File: config.mk
export PLATFORM = sky130hd
export DESIGN_NAME = data_cache
export DESIGN_NICKNAME = d
export VERILOG_FILES = /design/src/rtl/data_cache_pkg.sv /design/src/rtl/data_cache_mem_ctrl.sv /design/src/rtl/data_cache.sv
export SDC_FILE = /design/constraint.sdc
export NUM_CORES = 1
export LEC_CHECK = 0
export ABC_AREA = 1
export BUFFER_PORTS_ARGS = -buffer_cell sky130_fd_sc_hd__buf_2
export CORE_MARGIN = 2
export CORE_UTILIZATION = 62
export DETAILED_ROUTE_END_ITERATION = 7
export PLACE_DENSITY_LB_ADDON = 0.15
export SYNTH_ARGS = -nofsm -noshare
export SYNTH_HDL_FRONTEND = slang
export SYNTH_SLANG_ARGS = --single-unit
File: constraint.sdc
create_clock -name clock -period 4.55 [get_ports clock]
set_input_delay 1.365 -clock clock [delete_from_list [all_inputs] [get_ports clock]]
set_output_delay 1.365 -clock clock [all_outputs]
set_load 0.005 [all_outputs]
File: src/rtl/data_cache_pkg.sv
// Shared widths, FSM state encoding and address helpers for the direct-mapped data cache.
package data_cache_pkg;

  localparam int unsigned ADDR_W      = 8;
  localparam int unsigned DATA_W      = 8;
  localparam int unsigned NUM_BLOCKS  = 8;
  localparam int unsigned BLOCK_BYTES = 4;
  localparam int unsigned INDEX_W     = $clog2(NUM_BLOCKS);
  localparam int unsigned OFFSET_W    = $clog2(BLOCK_BYTES);
  localparam int unsigned TAG_W       = ADDR_W - INDEX_W - OFFSET_W;

  typedef enum logic [2:0] {
    IDLE,
    WB_ACCESS,
    WB_GAP,
    FILL_ACCESS,
    FILL_GAP
  } state_t;

  typedef struct packed {
    logic [TAG_W-1:0]    tag;
    logic [INDEX_W-1:0]  index;
    logic [OFFSET_W-1:0] offset;
  } addr_fields_t;

  function automatic addr_fields_t split_addr(input logic [ADDR_W-1:0] a);
    return addr_fields_t'(a);
  endfunction

  function automatic logic [ADDR_W-1:0] block_addr(input logic [TAG_W-1:0]    t,
                                                   input logic [INDEX_W-1:0]  i,
                                                   input logic [OFFSET_W-1:0] o);
    return {t, i, o};
  endfunction

endpackage

File: src/rtl/data_cache_mem_ctrl.sv
// Byte-serial memory sequencer: access/gap pairs for write-back followed by fill.
module cache_mem_ctrl
  import data_cache_pkg::*;
(
  input  logic                i_clk,
  input  logic                i_reset,
  input  logic                i_miss,
  input  logic                i_need_wb,
  input  logic                i_mem_busywait,
  output state_t              o_state,
  output logic [OFFSET_W-1:0] o_count
);

  state_t              r_state;
  logic [OFFSET_W-1:0] r_count;
  logic                w_last;

  assign w_last  = (r_count == OFFSET_W'(BLOCK_BYTES - 1));
  assign o_state = r_state;
  assign o_count = r_count;

  // The gap state drops the strobes for one cycle so the memory sees a fresh request.
  always_ff @(posedge i_clk) begin
    if (i_reset) begin
      r_state <= IDLE;
      r_count <= '0;
    end else begin
      case (r_state)
        IDLE: begin
          r_count <= '0;
          if (i_miss) r_state <= i_need_wb ? WB_ACCESS : FILL_ACCESS;
        end
        WB_ACCESS: begin
          if (!i_mem_busywait) r_state <= WB_GAP;
        end
        WB_GAP: begin
          r_count <= r_count + OFFSET_W'(1);
          r_state <= w_last ? FILL_ACCESS : WB_ACCESS;
        end
        FILL_ACCESS: begin
          if (!i_mem_busywait) r_state <= FILL_GAP;
        end
        FILL_GAP: begin
          r_count <= r_count + OFFSET_W'(1);
          r_state <= w_last ? IDLE : FILL_ACCESS;
        end
        default: r_state <= IDLE;
      endcase
    end
  end

endmodule

File: src/rtl/data_cache.sv
// Direct-mapped write-back, write-allocate cache between the CPU and the byte-wide data memory.
module data_cache
  import data_cache_pkg::*;
(
  input  logic              clock,
  input  logic              reset,
  input  logic              read,
  input  logic              write,
  input  logic [ADDR_W-1:0] address,
  input  logic [DATA_W-1:0] writedata,
  output logic [DATA_W-1:0] readdata,
  output logic              busywait,
  output logic              mem_read,
  output logic              mem_write,
  output logic [ADDR_W-1:0] mem_address,
  output logic [DATA_W-1:0] mem_writedata,
  input  logic [DATA_W-1:0] mem_readdata,
  input  logic              mem_busywait
);

  logic [DATA_W-1:0]     r_data [NUM_BLOCKS][BLOCK_BYTES];
  logic [TAG_W-1:0]      r_tag  [NUM_BLOCKS];
  logic [NUM_BLOCKS-1:0] r_valid;
  logic [NUM_BLOCKS-1:0] r_dirty;

  addr_fields_t          w_addr;
  state_t                w_state;
  logic [OFFSET_W-1:0]   w_count;
  logic                  w_access, w_hit, w_idle, w_miss, w_need_wb;
  logic                  w_fill_we, w_fill_done, w_write_hit, w_read_hit;

  assign w_addr      = split_addr(address);
  assign w_access    = read ^ write;
  assign w_hit       = r_valid[w_addr.index] && (r_tag[w_addr.index] == w_addr.tag);
  assign w_idle      = (w_state == IDLE);
  assign w_miss      = w_idle && w_access && !w_hit;
  assign w_need_wb   = r_valid[w_addr.index] && r_dirty[w_addr.index];
  assign w_read_hit  = w_idle && read && !write && w_hit;
  assign w_write_hit = w_idle && write && !read && w_hit;
  assign w_fill_we   = (w_state == FILL_ACCESS) && !mem_busywait;
  assign w_fill_done = (w_state == FILL_GAP) && (w_count == OFFSET_W'(BLOCK_BYTES - 1));

  cache_mem_ctrl u_mem_ctrl (
    .i_clk          (clock),
    .i_reset        (reset),
    .i_miss         (w_miss),
    .i_need_wb      (w_need_wb),
    .i_mem_busywait (mem_busywait),
    .o_state        (w_state),
    .o_count        (w_count)
  );

  // Hits resolve combinationally; memory strobes decode from the sequencer state.
  always_comb begin
    readdata      = '0;
    busywait      = !w_idle || w_miss;
    mem_read      = 1'b0;
    mem_write     = 1'b0;
    mem_address   = '0;
    mem_writedata = '0;
    if (w_read_hit) readdata = r_data[w_addr.index][w_addr.offset];
    case (w_state)
      WB_ACCESS: begin
        mem_write     = 1'b1;
        mem_address   = block_addr(r_tag[w_addr.index], w_addr.index, w_count);
        mem_writedata = r_data[w_addr.index][w_count];
      end
      FILL_ACCESS: begin
        mem_read    = 1'b1;
        mem_address = block_addr(w_addr.tag, w_addr.index, w_count);
      end
      default: ;
    endcase
  end

  always_ff @(posedge clock) begin
    if (reset) begin
      r_valid <= '0;
      r_dirty <= '0;
    end else if (w_fill_done) begin
      r_valid[w_addr.index] <= 1'b1;
      r_dirty[w_addr.index] <= 1'b0;
    end else if (w_write_hit) begin
      r_dirty[w_addr.index] <= 1'b1;
    end
  end

  // Data and tags carry no reset; valid bits alone gate their use.
  always_ff @(posedge clock) begin
    if (!reset) begin
      if (w_fill_we)   r_data[w_addr.index][w_count]       <= mem_readdata;
      if (w_write_hit) r_data[w_addr.index][w_addr.offset] <= writedata;
      if (w_fill_done) r_tag[w_addr.index]                 <= w_addr.tag;
    end
  end

endmodule
### After elaboration in Yosys (flattened, before gate mapping)

Memory sizes are Yosys's and may differ from the RTL's.
Index checks and enable logic that the tools add are counted.

| storage, ports and cells | value |
|---|---|
| register bits after elaboration | 21 |
| bits in writable memories | 280 |
| input port bits | 29 |
| output and inout bits | 27 |
| word-level logic and storage cells | 159 |
| memories | 2 |

| cells by class | value |
|---|---|
| $add $sub $neg | 1 |
| order comparisons | 6 |
| equal/unequal tests | 9 |
| mux-type cells | 72 |
| bitwise logic cells | 39 |
| reduce and logical (&&, ||, !) cells | 26 |

Memory list:

| memory | depth | bits a word | read ports | clocked after memory_dff | wr ports | RTL line | RTL |
|---|---|---|---|---|---|---|---|
| r_data | 8 | 32 | 1 | 0 | 1 | data_cache.sv:21 | `logic [DATA_W-1:0] r_data [NUM_BLOCKS][BLOCK_BYTES];` |
| r_tag | 8 | 3 | 1 | 0 | 1 | data_cache.sv:22 | `logic [TAG_W-1:0] r_tag [NUM_BLOCKS];` |

Operator list:

| cell | count |
|---|---|
| $mux W8 | 10 |
| $mux W32 | 2 |
| $mux W1 | 44 |
| $bmux W8 S2 | 2 |
| $demux W8 S2 | 2 |
| $or A1 B1 Y1 | 32 |
| $or A8 B8 Y8 | 2 |
| $pmux W8 S2 | 1 |
| $logic_and A1 B1 Y1 | 15 |
| $pmux W3 S5 | 1 |
| $mux W3 | 3 |
| $and A8 B8 Y8 | 1 |
| $not A8 Y8 | 1 |
| $bmux W1 S3 | 2 |
| $eq A3 B2 Y1 const B | 2 |
| $ge A3 B3 Y1 const B | 2 |
| $lt A3 B1 Y1 const B | 2 |
| $mux W2 | 3 |
| $not A2 Y3 | 2 |
| $logic_not A1 Y1 | 5 |
| $lt A3 B4 Y1 const B | 1 |
| $ne A2 B2 Y1 const B | 2 |
| $pmux W2 S2 | 1 |
| $reduce_bool A2 Y1 | 2 |
| other kinds (13) | 13 |

### Depth between registers and ports, before layout

Gate-level depths: netlist of run 1.

| logic depth | value |
|---|---|
| depth after elaboration | 8 |
| depth in mapped cells | 16 |
| gate-level depth less buffers | 14 |

### By module

A second synthesis of run 1 with hierarchy kept.

| second synthesis, totals | value |
|---|---|
| cell total of the unflattened synthesis | 1,199 |
| area, all modules | 12,951.2 µm² |

By module, submodules not included:

| module | times used | cells an instance | area an instance (µm²) | sequential area each (µm²) |
|---|---|---|---|---|
| data_cache | 1 | 1,159 | 12,679.7 | 8,728.4 |
| cache_mem_ctrl | 1 | 40 | 271.5 | 100.1 |

### Worst setup path after synthesis of run 1

No wires, ideal clock.

| timing | value |
|---|---|
| kind | input to output |
| start point | in address[3] |
| end point | out mem_writedata[7] |
| data arrival time | 2.780 ns |
| data required time | 3.185 ns |
| path slack | 0.405 ns |
| stages | 10 |
| buffers on the path | 3 |
| cells stage by stage | buf_6 -> buf_2 -> nor3_1 -> clkbuf_1 -> a22oi_1 -> nand4_1 -> inv_1 -> nand2_1 -> nand3_1 -> a21oi_1 |

| between the ends | value |
|---|---|
| word-level cells in the longest chain between the ends | 5 |

Ends and longest elaborated chain:

| item | RTL line | RTL |
|---|---|---|
| from (decl) | data_cache.sv:9 | `input logic [ADDR_W-1:0] address,` |
| $mem_v2 Z8 W32 | - |  |
| $bmux W8 S2 | data_cache.sv:66 | `mem_writedata = r_data[w_addr.index][w_count];` |
| $mux W8 (implied by the code) (2 in a row) | data_cache.sv:66 |  |
| $mux W8 | data_cache.sv:62 | `case (w_state)` |
| to (decl) | data_cache.sv:16 | `output logic [DATA_W-1:0] mem_writedata,` |

No other way between the ends. The select of a mux whose other input is x is not followed.

### Final worst setup path of run 1

| timing | value |
|---|---|
| start point | in address[2] |
| end point | out mem_writedata[3] |

The elaborated chain is that of the path after synthesis.

==> metrics.md, run 1 <==
| Metric | Value |
|---|---|
| Status | `finished clean` |
| N_diodes | `0` |
| Post-DRT Antenna Nets | `0` |
| Busiest grt layer | `met2` |
| Top cells by count, synth | `nand2_1 (371), edfxtp_1 (280), inv_1 (93)` |
| Number of core rows | `53` |
| Post-synth EDFFs | `280` |
| Share of post-route cells with drive strength above 1 | `20.2%` |
| Overflow after GRT | `0` |
| Post-synthesis sequential area ratio | `67.1%` |
| Ys flop type | `edfxtp_1` |
| VDD IR max | `0.348 mV` |
| Worst-Skew Late Latency | `560 ps` |
| Dominant cell type by area after synthesis | `edfxtp_1` |
| GR Layer Usage met1 | `46.3%` |
| Post-synthesis sequential element count | `301` |
| Largest net degree at the start of global routing | `41` |
| Max Cap Violations | `0` |
| DR WL/cell | `23.0 µm` |
| Mapped Cells | `1210` |
| Final setup viols | `0` |
| Final worst path period need | `4540 ps` |
| Worst hold margin | `456 ps` |
| Final GP Congestion | `0.965` |
| Yosys Warn Count | `0` |
| Detailed Place HPWL | `26000 µm` |
| Max Clock Skew | `11.5 ps` |
| Pre-CTS setup slack | `-158 ps` |
| Worst setup SP type | `primary input` |
| Top-level port count | `56` |
| Avg Vias per Cell | `6.18` |
| Critical path fanouts, max | `7` |
| Fin. Hold Viols | `0` |
| Initial Util | `62.8%` |
| M3 GR Usage | `7.71%` |
| Pwr/cell area | `383 nW/µm²` |
| Fmax | `220 MHz` |
| Top-count cell post-synth | `nand2_1` |
| Gr usage total | `34.0%` |
| Ys async rst share | `0%` |
| DR pass1 iterations | `6` |
| Slew headroom | `35.5%` |
| Slew @ Worst Pin | `960 ps` |
| H-tree levels | `1` |
| NumNets Final | `1400` |
| Avg Synthesized Cell Area | `10.9 µm²` |
| Final worst-path cycle share | `99.7%` |
| Post-synth top area share | `63.9%` |
| Synth-to-layout area growth | `20.3%` |
| Final Cell Area | `15800 µm²` |
| CP Data Arrival Time | `3170 ps` |
| Vias in the first global route | `9741` |
| Routed WL | `38400 µm` |
| CTS tree | `done` |
| Floorplan core area | `21000 µm²` |
| Residual DRC | `0` |
| Hold Path Class | `flop to flop` |
| Crit end category | `primary output` |
| Initial antenna violation count | `0` |
| Height of the die | `150 µm` |
| Post-synthesis net count | `1243` |
| Mapped cell area | `13200 µm²` |
| Clock transition at the registers of the reported paths | `60 ps` |
| Die ar. | `22400 µm²` |
| Via count | `10300` |
| WP data required | `3180 ps` |
| Die width | `150 µm` |
| Root Driver | `clkbuf_16` |
| Slew Limit Fails | `0` |
| CTS Buffer Depth | `3` |
| I/O Buffers | `55` |
| Met2 Track Usage GR | `53.3%` |
| Static leakage | `6.16 nW` |
| Iter 0 DRT Violations | `1242` |
| Crit Path Class | `primary input to primary output` |
| # clock sinks | `301` |
| Final setup margin | `14.5 ps` |
| Num CTS Buffers | `30` |
| First-pass GRT wire length | `56000 µm` |
| Placed cell areas | `14500 µm²` |
| Hold buffers post-CTS | `0` |
| Yosys cell types | `40` |
| Total power | `6.06 mW` |
| Largest cells by area after synthesis | `edfxtp_1 (64%), nand2_1 (11%), dfxtp_1 (3.2%)` |
==> metrics by stage <==
step	cells	utilization, %	TNS, ps
after floorplan	1210	-	0
after global placement	1602	69.4	-823
after detailed placement	1602	69.4	-853
after CTS	1657	74.3	-19.7
after global routing	1665	75.6	-0.611
final	1665	75.6	0
==> final timing paths <==
path                                       from                       to  slack [ps]  depth (start not counted)
max reg2reg  u_mem_ctrl.o_state[0]$_SDFFE_PP0P_  r_data[6][21]$_DFFE_PP_        1360                          9
min                     r_valid[2]$_SDFFE_PP0P_  r_valid[2]$_SDFFE_PP0P_         460                          2
max                                  address[2]         mem_writedata[3]          10                         14
min reg2reg             r_valid[2]$_SDFFE_PP0P_  r_valid[2]$_SDFFE_PP0P_         460                          2
==> critical path, stage by stage <==
cell	delay [ps]
buf_6	120
buf_12	130
nor3_4	230
buf_6	210
buf_12	140
nand2_1	60
nand2_2	70
a21oi_2	40
nand3_1	110
inv_1	60
nand2_1	70
nand3_2	150
a21oi_4	240
buf_2	160
==> layer usage <==
metal / routed length, µm / up-vias
li1: - / 4558
met1: 14200 / 4865
met2: 17600 / 728
met3: 4770 / 138
met4: 1810 / 0
met5: 0 / -
==> where the power goes <==
group	switching [mW]	internal, mW	total, mW
clock	1.03	1.42	2.45
sequential	0.00727	3.03	3.04
combinational	0.384	0.189	0.573
total	1.42	4.64	6.06
==> cell type report <==
cell class                      count  area, µm²
Timing Repair Buffer              179       1460
Clock buffer                       41        853
Tap cell                          275        344
Fill cell                        1376       5120
Multi-Input combinational cell    752       3820
Sequential cell                   301       8830
Inverter                          103        399
Clock inverter                     14        123
==> flip-flops by register name, summed over array words and instances, names as in the netlist, named ones only <==
register and flops:
u_mem_ctrl.o_state 3, r_tag 24, r_data 256, r_valid 8, u_mem_ctrl.o_count 2
==> cells in the final DEF, fill, tap and decap left out, types with 21 or more instances in the layout <==
cell / count
clkbuf_16: 33
nand2_1: 366
nor2_1: 68
nand4_1: 56
o21ai_0: 30
nand3_1: 28
dfxtp_1: 21
edfxtp_1: 280
a21oi_1: 65
buf_4: 103
buf_2: 52
inv_1: 92
==> timing repair <==
| action | 4_1_cts | 5_1_grt |
|---|---|---|
| gates cloned | 0 | 2 |
| pin swaps | 0 | 18 |
| setup buffers | 0 | 6 |
| resized for setup | 13 | 43 |
| endpoints found under the setup margin | 14 | 17 |
==> cells by family (layout without fill, tap and decap cells) <==
family / count (synthesis) / in the layout / synth area share (%)
compound gates: 181 / 181 / 8.39
fa+ha+maj: 4 / 4 / 0.380
flops: 301 / 301 / 67.1
simple gates: 567 / 567 / 19.0
buf+inv: 157 / 337 / 5.11
(Power assumes the default switching activity.)
==> run 2, diff against run 1 <==
--- a/config.mk
+++ b/config.mk
@@ -8,7 +8,8 @@
 export ABC_AREA = 1
 export BUFFER_PORTS_ARGS = -buffer_cell sky130_fd_sc_hd__buf_2
 export CORE_MARGIN = 2
-export CORE_UTILIZATION = 62
+export CORE_UTILIZATION = 64
+export CTS_BUF_LIST = sky130_fd_sc_hd__clkbuf_2 sky130_fd_sc_hd__clkbuf_4 sky130_fd_sc_hd__clkbuf_8
 export DETAILED_ROUTE_END_ITERATION = 7
 export PLACE_DENSITY_LB_ADDON = 0.15
 export SYNTH_ARGS = -nofsm -noshare
==> metrics.md, run 2 (synthesis results as in run 1) <==
| Metric | Value |
|---|---|
| Max Cap Violations | `0 (unchanged)` |
| Fin. Hold Viols | `0 (unchanged)` |
| Vias in the first global route | `9746 (+0.051%)` |
| Height of the die | `147 µm (-1.5%)` |
| WP data required | `3180 ps (about the same)` |
| # clock sinks | `301 (unchanged)` |
| Post-DRT Antenna Nets | `0 (unchanged)` |
| Initial Util | `65.0% (+2.2 points)` |
| CTS tree | `done` |
| Root Driver | `clkbuf_8` |
| Final Core Density | `77.9% (+2.3 points)` |
| Avg Vias per Cell | `6.15 (-0.48%)` |
| Worst hold margin | `452 ps (-3.85 ps)` |
| Routed WL | `38600 µm (+0.65%)` |
| Die width | `147 µm (-1.5%)` |
| Final worst-path cycle share | `100% (+0.47 points)` |
| Critical path fanouts, max | `6 (-1)` |
| Synth-to-layout area growth | `19.7%` |
| Final worst path period need | `4560 ps (+21.4 ps)` |
| Worst reg2reg startpoint | `u_mem_ctrl.o_state[0]$_SDFFE_PP0P_` |
| Worst-Skew Late Latency | `590 ps (+30 ps)` |
| Setup crit start | `address[3]` |
| Initial antenna violation count | `0 (unchanged)` |
| I/O Buffers | `55 (unchanged)` |
| Placed cell areas | `14500 µm² (-0.56%)` |
| Commonest cells after routing, fill and taps aside | `nand2_1 (367), edfxtp_1 (280), buf_4 (98), inv_1 (91), a21oi_1 (71)` |
| CTS Buffer Depth | `3 (unchanged)` |
| Most common cell after layout, fill and taps aside | `nand2_1` |
| CP most frequent cell | `buf_12` |
| Violated checks | `negative setup slack` |
| DR pass1 iterations | `6 (unchanged)` |
| CP max stage delay | `250 ps (about the same)` |
| CP top delay family | `buffers and inverters` |
| Hold Startpoint | `r_valid[0]$_SDFFE_PP0P_` |
| Status | `finished with violations` |
| Final GP Congestion | `0.981 (+1.6%)` |
| N_diodes | `0 (unchanged)` |
| CP Data Arrival Time | `3190 ps (+20 ps)` |
| Reg with most FFs | `r_data` |
| Worst setup SP type | `primary input` |
| Static leakage | `6.18 nW (+0.36%)` |
| H-tree levels | `2 (+1)` |
| Gr usage total | `34.9% (+0.94 points)` |
| Die ar. | `21700 µm² (-3.0%)` |
| Final setup margin | `-6.90 ps (-21.4 ps)` |
| Crit Path Class | `primary input to primary output` |
| Final setup viols | `1 (+1)` |
| Iter 0 DRT Violations | `1263 (+1.7%)` |
| First-pass GRT wire length | `56100 µm (+0.32%)` |
| Slew @ Worst Pin | `770 ps (-190 ps)` |
| DR WL/cell | `22.9 µm (-0.73%)` |
| Via count | `10400 (+0.89%)` |
| Max reg flops | `256 (unchanged)` |
| Num CTS Buffers | `48 (+60%)` |
| Residual DRC | `0 (unchanged)` |
| Biggest regs | `r_data: 256 flops, r_tag: 24 flops, r_valid: 8 flops` |
| Fmax | `219 MHz (-0.47%)` |
| Share of post-route cells with drive strength above 1 | `21.7% (+1.4 points)` |
| Final Cell Area | `15800 µm² (-0.49%)` |
| Floorplan core area | `20200 µm² (-3.4%)` |
| Crit end category | `primary output` |
| Non-filler cells, final | `1688 (+1.4%)` |
| Detailed Place HPWL | `25600 µm (-1.5%)` |
| Buffer and inverter count on the worst path | `6 (unchanged)` |
| Largest net degree at the start of global routing | `41 (unchanged)` |
| Clock transition at the registers of the reported paths | `60 ps (about the same)` |
| Overflow after GRT | `0 (unchanged)` |
| Max Clock Skew | `29.1 ps (+17.6 ps)` |
| Placed Cells | `1587 (-0.94%)` |
| NumNets Final | `1415 (+1.1%)` |
| Top-level port count | `56 (unchanged)` |
| Slew headroom | `48.2% (+13 points)` |
| CP Cell Sequence | `buf_8 -> buf_6 -> nand2_4 -> nor2_4 -> buf_12 -> clkbuf_16 -> buf_12 -> nand2_1 -> nand4_1 -> nand3b_1 -> o211ai_1 -> a21oi_2 -> buf_2` |
| VDD IR max | `0.360 mV (+3.6%)` |
| Slew Limit Fails | `0 (unchanged)` |
| Number of core rows | `52 (-1.9%)` |
| Pwr/cell area | `373 nW/µm² (-2.6%)` |
| Slowest CP cell | `a21oi_2` |
| Hold buffers post-CTS | `0 (unchanged)` |
| Hold Path Class | `flop to flop` |
-- run 2: cell types whose count changed in the layout (fill, tap and decap cells not counted), moves of 4 or more --
| cell | previous run | this run |
|---|---|---|
| clkbuf_4 | 0 | 17 |
| clkinv_2 | 3 | 7 |
| inv_6 | 4 | 0 |
| a21oi_2 | 9 | 4 |
| a21oi_1 | 65 | 71 |
| buf_4 | 103 | 98 |
| clkbuf_1 | 6 | 0 |
| clkbuf_16 | 33 | 2 |
| clkbuf_8 | 4 | 49 |
-- run 2: path summary, 6_finish.rpt --
path / end / slack [ps] / cells after the start
max: mem_writedata[6] / -7 / 13
min: r_valid[0]$_SDFFE_PP0P_ / 450 / 2
max reg2reg: r_data[1][30]$_DFFE_PP_ / 1680 / 9
min reg2reg: r_valid[0]$_SDFFE_PP0P_ / 450 / 2
-- run 2: per-layer routing --
metal	part of all wire (%)	routed length, µm	track usage, %	up-vias
met4	5.2	2020	13.7	0
li1	-	-	-	4591
met1	37	14300	48.0	4885
met2	46	17600	55.8	759
met5	0	0	0	-
met3	12	4700	7.04	146
-- run 2: per-stage QoR --
step                TNS (ps)  total power, mW  setup slack, ps
floorplan                  0             3.37              405
global placement       -30.8             3.61            -30.8
detailed placement         0             3.61             3.42
CTS                        0             5.83             37.3
global route           -23.8             6.04            -18.3
finish                 -6.90             5.87            -6.90
-- run 2: area by class of cell --
type                    count  area (µm²)
flip-flops and latches    301        8830
fillers                  1280        4480
multi-input cells         752        3780
repair buffers            176        1470
clock buffers              66         802
inverters                 103         392
well taps                 270         338
clock inverters            20         141
-- run 2: report_power, final --
| part | internal [mW] | total (mW) | switching, mW | leakage (nW) |
|---|---|---|---|---|
| combinational | 0.189 | 0.579 | 0.390 | 2.99 |
| sequential | 3.03 | 3.04 | 0.00785 | 2.69 |
| clock | 1.21 | 2.26 | 1.05 | 0.504 |
-- run 2: worst min-delay path, delay by kind of cell, from the launching register on --
| kind | cells | cell delay (ps) |
|---|---|---|
| flops | 1 | 300 |
| compound gates | 1 | 60 |
| buf+inv | 1 | 50 |
-- run 2: repair_timing --
| item | in CTS | in global routing |
|---|---|---|
| cloned | 0 | 2 |
| gates resized for setup | 5 | 45 |
| pin swaps | 3 | 21 |
| endpoints found under the setup margin | 2 | 16 |
| setup buffers | 0 | 13 |
==> run 3, diff against run 2 <==
--- a/config.mk
+++ b/config.mk
@@ -12,6 +12,7 @@
 export CTS_BUF_LIST = sky130_fd_sc_hd__clkbuf_2 sky130_fd_sc_hd__clkbuf_4 sky130_fd_sc_hd__clkbuf_8
 export DETAILED_ROUTE_END_ITERATION = 7
 export PLACE_DENSITY_LB_ADDON = 0.15
+export REMOVE_ABC_BUFFERS = 1
 export SYNTH_ARGS = -nofsm -noshare
 export SYNTH_HDL_FRONTEND = slang
 export SYNTH_SLANG_ARGS = --single-unit
==> metrics.md, run 3 (synthesis results as in run 1) <==
| Metric | Value |
|---|---|
| Max reg flops | `256 (unchanged)` |
| Fmax | `218 MHz (-0.72%)` |
| Max Clock Skew | `27.3 ps (-1.80 ps)` |
| Vias in the first global route | `9799 (+0.54%)` |
| Pre-CTS setup slack | `-101 ps (-104 ps)` |
| Slew Limit Fails | `0 (unchanged)` |
| Residual DRC | `0 (unchanged)` |
| Pwr/cell area | `372 nW/µm² (-0.21%)` |
| Initial antenna violation count | `0 (unchanged)` |
| Final worst path period need | `4590 ps (+32.9 ps)` |
| Top-level port count | `56 (unchanged)` |
| Root Driver | `clkbuf_8` |
| Crit Path Class | `primary input to primary output` |
| Gr usage total | `34.5% (-0.36 points)` |
| Height of the die | `147 µm (unchanged)` |
| DR pass1 iterations | `6 (unchanged)` |
| Fin. Hold Viols | `0 (unchanged)` |
| Hold Path Class | `flop to flop` |
| CTS Buffer Depth | `3 (unchanged)` |
| NumNets Final | `1412 (-0.21%)` |
| Routed WL | `38300 µm (-0.77%)` |
| Worst-Skew Late Latency | `560 ps (-30 ps)` |
| Placed cell areas | `14500 µm² (about the same)` |
| Detailed Place HPWL | `25100 µm (-1.9%)` |
| Die width | `147 µm (unchanged)` |
| Crit end category | `primary output` |
| Final setup viols | `1 (unchanged)` |
| Iter 0 DRT Violations | `1081 (-14%)` |
| Clock transition at the registers of the reported paths | `60 ps (about the same)` |
| Reg with most FFs | `r_data` |
| # clock sinks | `301 (unchanged)` |
| Max Cap Violations | `0 (unchanged)` |
| Static leakage | `6.16 nW (-0.35%)` |
| Final Cell Area | `15700 µm² (-0.26%)` |
| CP Data Arrival Time | `3220 ps (+30 ps)` |
| Critical path fanouts, max | `10 (+4)` |
| Placed Cells | `1587 (unchanged)` |
| Violated checks | `negative setup slack` |
| Share of post-route cells with drive strength above 1 | `21.3% (-0.34 points)` |
| Floorplan core area | `20200 µm² (unchanged)` |
| Hold buffers post-CTS | `0 (unchanged)` |
| Worst setup SP type | `primary input` |
| Filler cells | `1360 (+6.3%)` |
| H-tree levels | `2 (unchanged)` |
| Die ar. | `21700 µm² (unchanged)` |
| WP data required | `3180 ps (about the same)` |
| Initial Util | `65.0% (unchanged)` |
| Commonest cells after routing, fill and taps aside | `nand2_1 (367), edfxtp_1 (280), buf_4 (97), inv_1 (91), a21oi_1 (69)` |
| Non-filler cells, final | `1687 (-0.059%)` |
| DR WL/cell | `22.7 µm (-0.72%)` |
| Overflow after GRT | `0 (unchanged)` |
| N_diodes | `0 (unchanged)` |
| CTS tree | `done` |
| Final worst-path cycle share | `101% (+0.72 points)` |
| Post-DRT Antenna Nets | `0 (unchanged)` |
| Most common cell after layout, fill and taps aside | `nand2_1` |
| Num CTS Buffers | `48 (unchanged)` |
| Synth-to-layout area growth | `19.4%` |
| Number of core rows | `52 (unchanged)` |
| Avg Vias per Cell | `6.10 (-0.87%)` |
| Via count | `10300 (-0.92%)` |
| Biggest regs | `r_data: 256 flops, r_tag: 24 flops, r_valid: 8 flops` |
| Slew headroom | `49.2% (+0.91 points)` |
| Largest net degree at the start of global routing | `41 (unchanged)` |
| Final setup margin | `-39.8 ps (-32.9 ps)` |
| Final GP Congestion | `0.996 (+1.5%)` |
| Slew @ Worst Pin | `762 ps (-8.62 ps)` |
| I/O Buffers | `55 (unchanged)` |
| First-pass GRT wire length | `55600 µm (-0.90%)` |
| VDD IR max | `0.410 mV (+14%)` |
| Status | `finished with violations` |
-- run 3: report_power, final --
part	internal (mW)	switching (mW)	total, mW	leakage (nW)
logic	0.185	0.383	0.569	2.98
clock network	1.21	1.03	2.24	0.501
registers	3.03	0.00749	3.04	2.69
total	4.42	1.42	5.85	6.16
-- run 3: layout make-up --
class	instances	area (µm²)	area share [%]
clock buffers	66	802	5.10
clock inverters	22	134	0.852
inverters	103	402	2.56
multi-input cells	752	3750	23.9
flip-flops and latches	301	8830	56.2
well taps	270	338	2.15
repair buffers	173	1460	9.31
-- run 3: routing by layer --
layer	share of wire, %	routed length (µm)	up-vias	track usage (%)
met4	4.9	1860	2	14.6
met5	0.094	36	-	1.36
met1	36	14000	4846	48.9
met2	45	17400	724	53.8
met3	13	5040	130	6.05
li1	-	-	4583	-
-- run 3: repair_timing --
item / in CTS / in global routing
endpoints found under the setup margin: 10 / 17
gates cloned: 0 / 5
resized for setup: 7 / 35
buffers inserted: 0 / 7
pin swaps: 2 / 10
-- run 3: per-stage QoR --
step / setup TNS, ps / power (mW) / hold slack (ps) / utilization [%]
2_1_floorplan: -33890 / 3.35 / 424 / -
3_3_place_gp: -159 / 3.60 / 434 / 71.5
3_5_place_dp: -433 / 3.60 / 442 / 71.5
4_1_cts: 0 / 5.80 / 451 / 76.2
5_1_grt: -17.3 / 6.01 / 473 / 77.7
6_report: -39.8 / 5.85 / 452 / 77.7
-- run 3: final timing paths --
check / from / endpoint / slack [ps] / depth (start not counted)
worst min register to register: r_valid[1]$_SDFFE_PP0P_ / r_valid[1]$_SDFFE_PP0P_ / 450 / 2
worst max-delay path: address[4] / mem_writedata[5] / -40 / 12
worst min-delay path: r_valid[1]$_SDFFE_PP0P_ / r_valid[1]$_SDFFE_PP0P_ / 450 / 2
worst max register to register: u_mem_ctrl.o_state[2]$_SDFFE_PP0P_ / r_data[5][30]$_DFFE_PP_ / 1660 / 11
-- run 3: critical path: stages --
cell and delay [ps]:
buf_8 130, inv_8 60, buf_4 140, nor3_4 230, buf_4 190, clkbuf_16 180, nand2_1 70, nand4_1 60
nand3b_1 180, o211ai_1 180, a21oi_2 280, buf_2 160
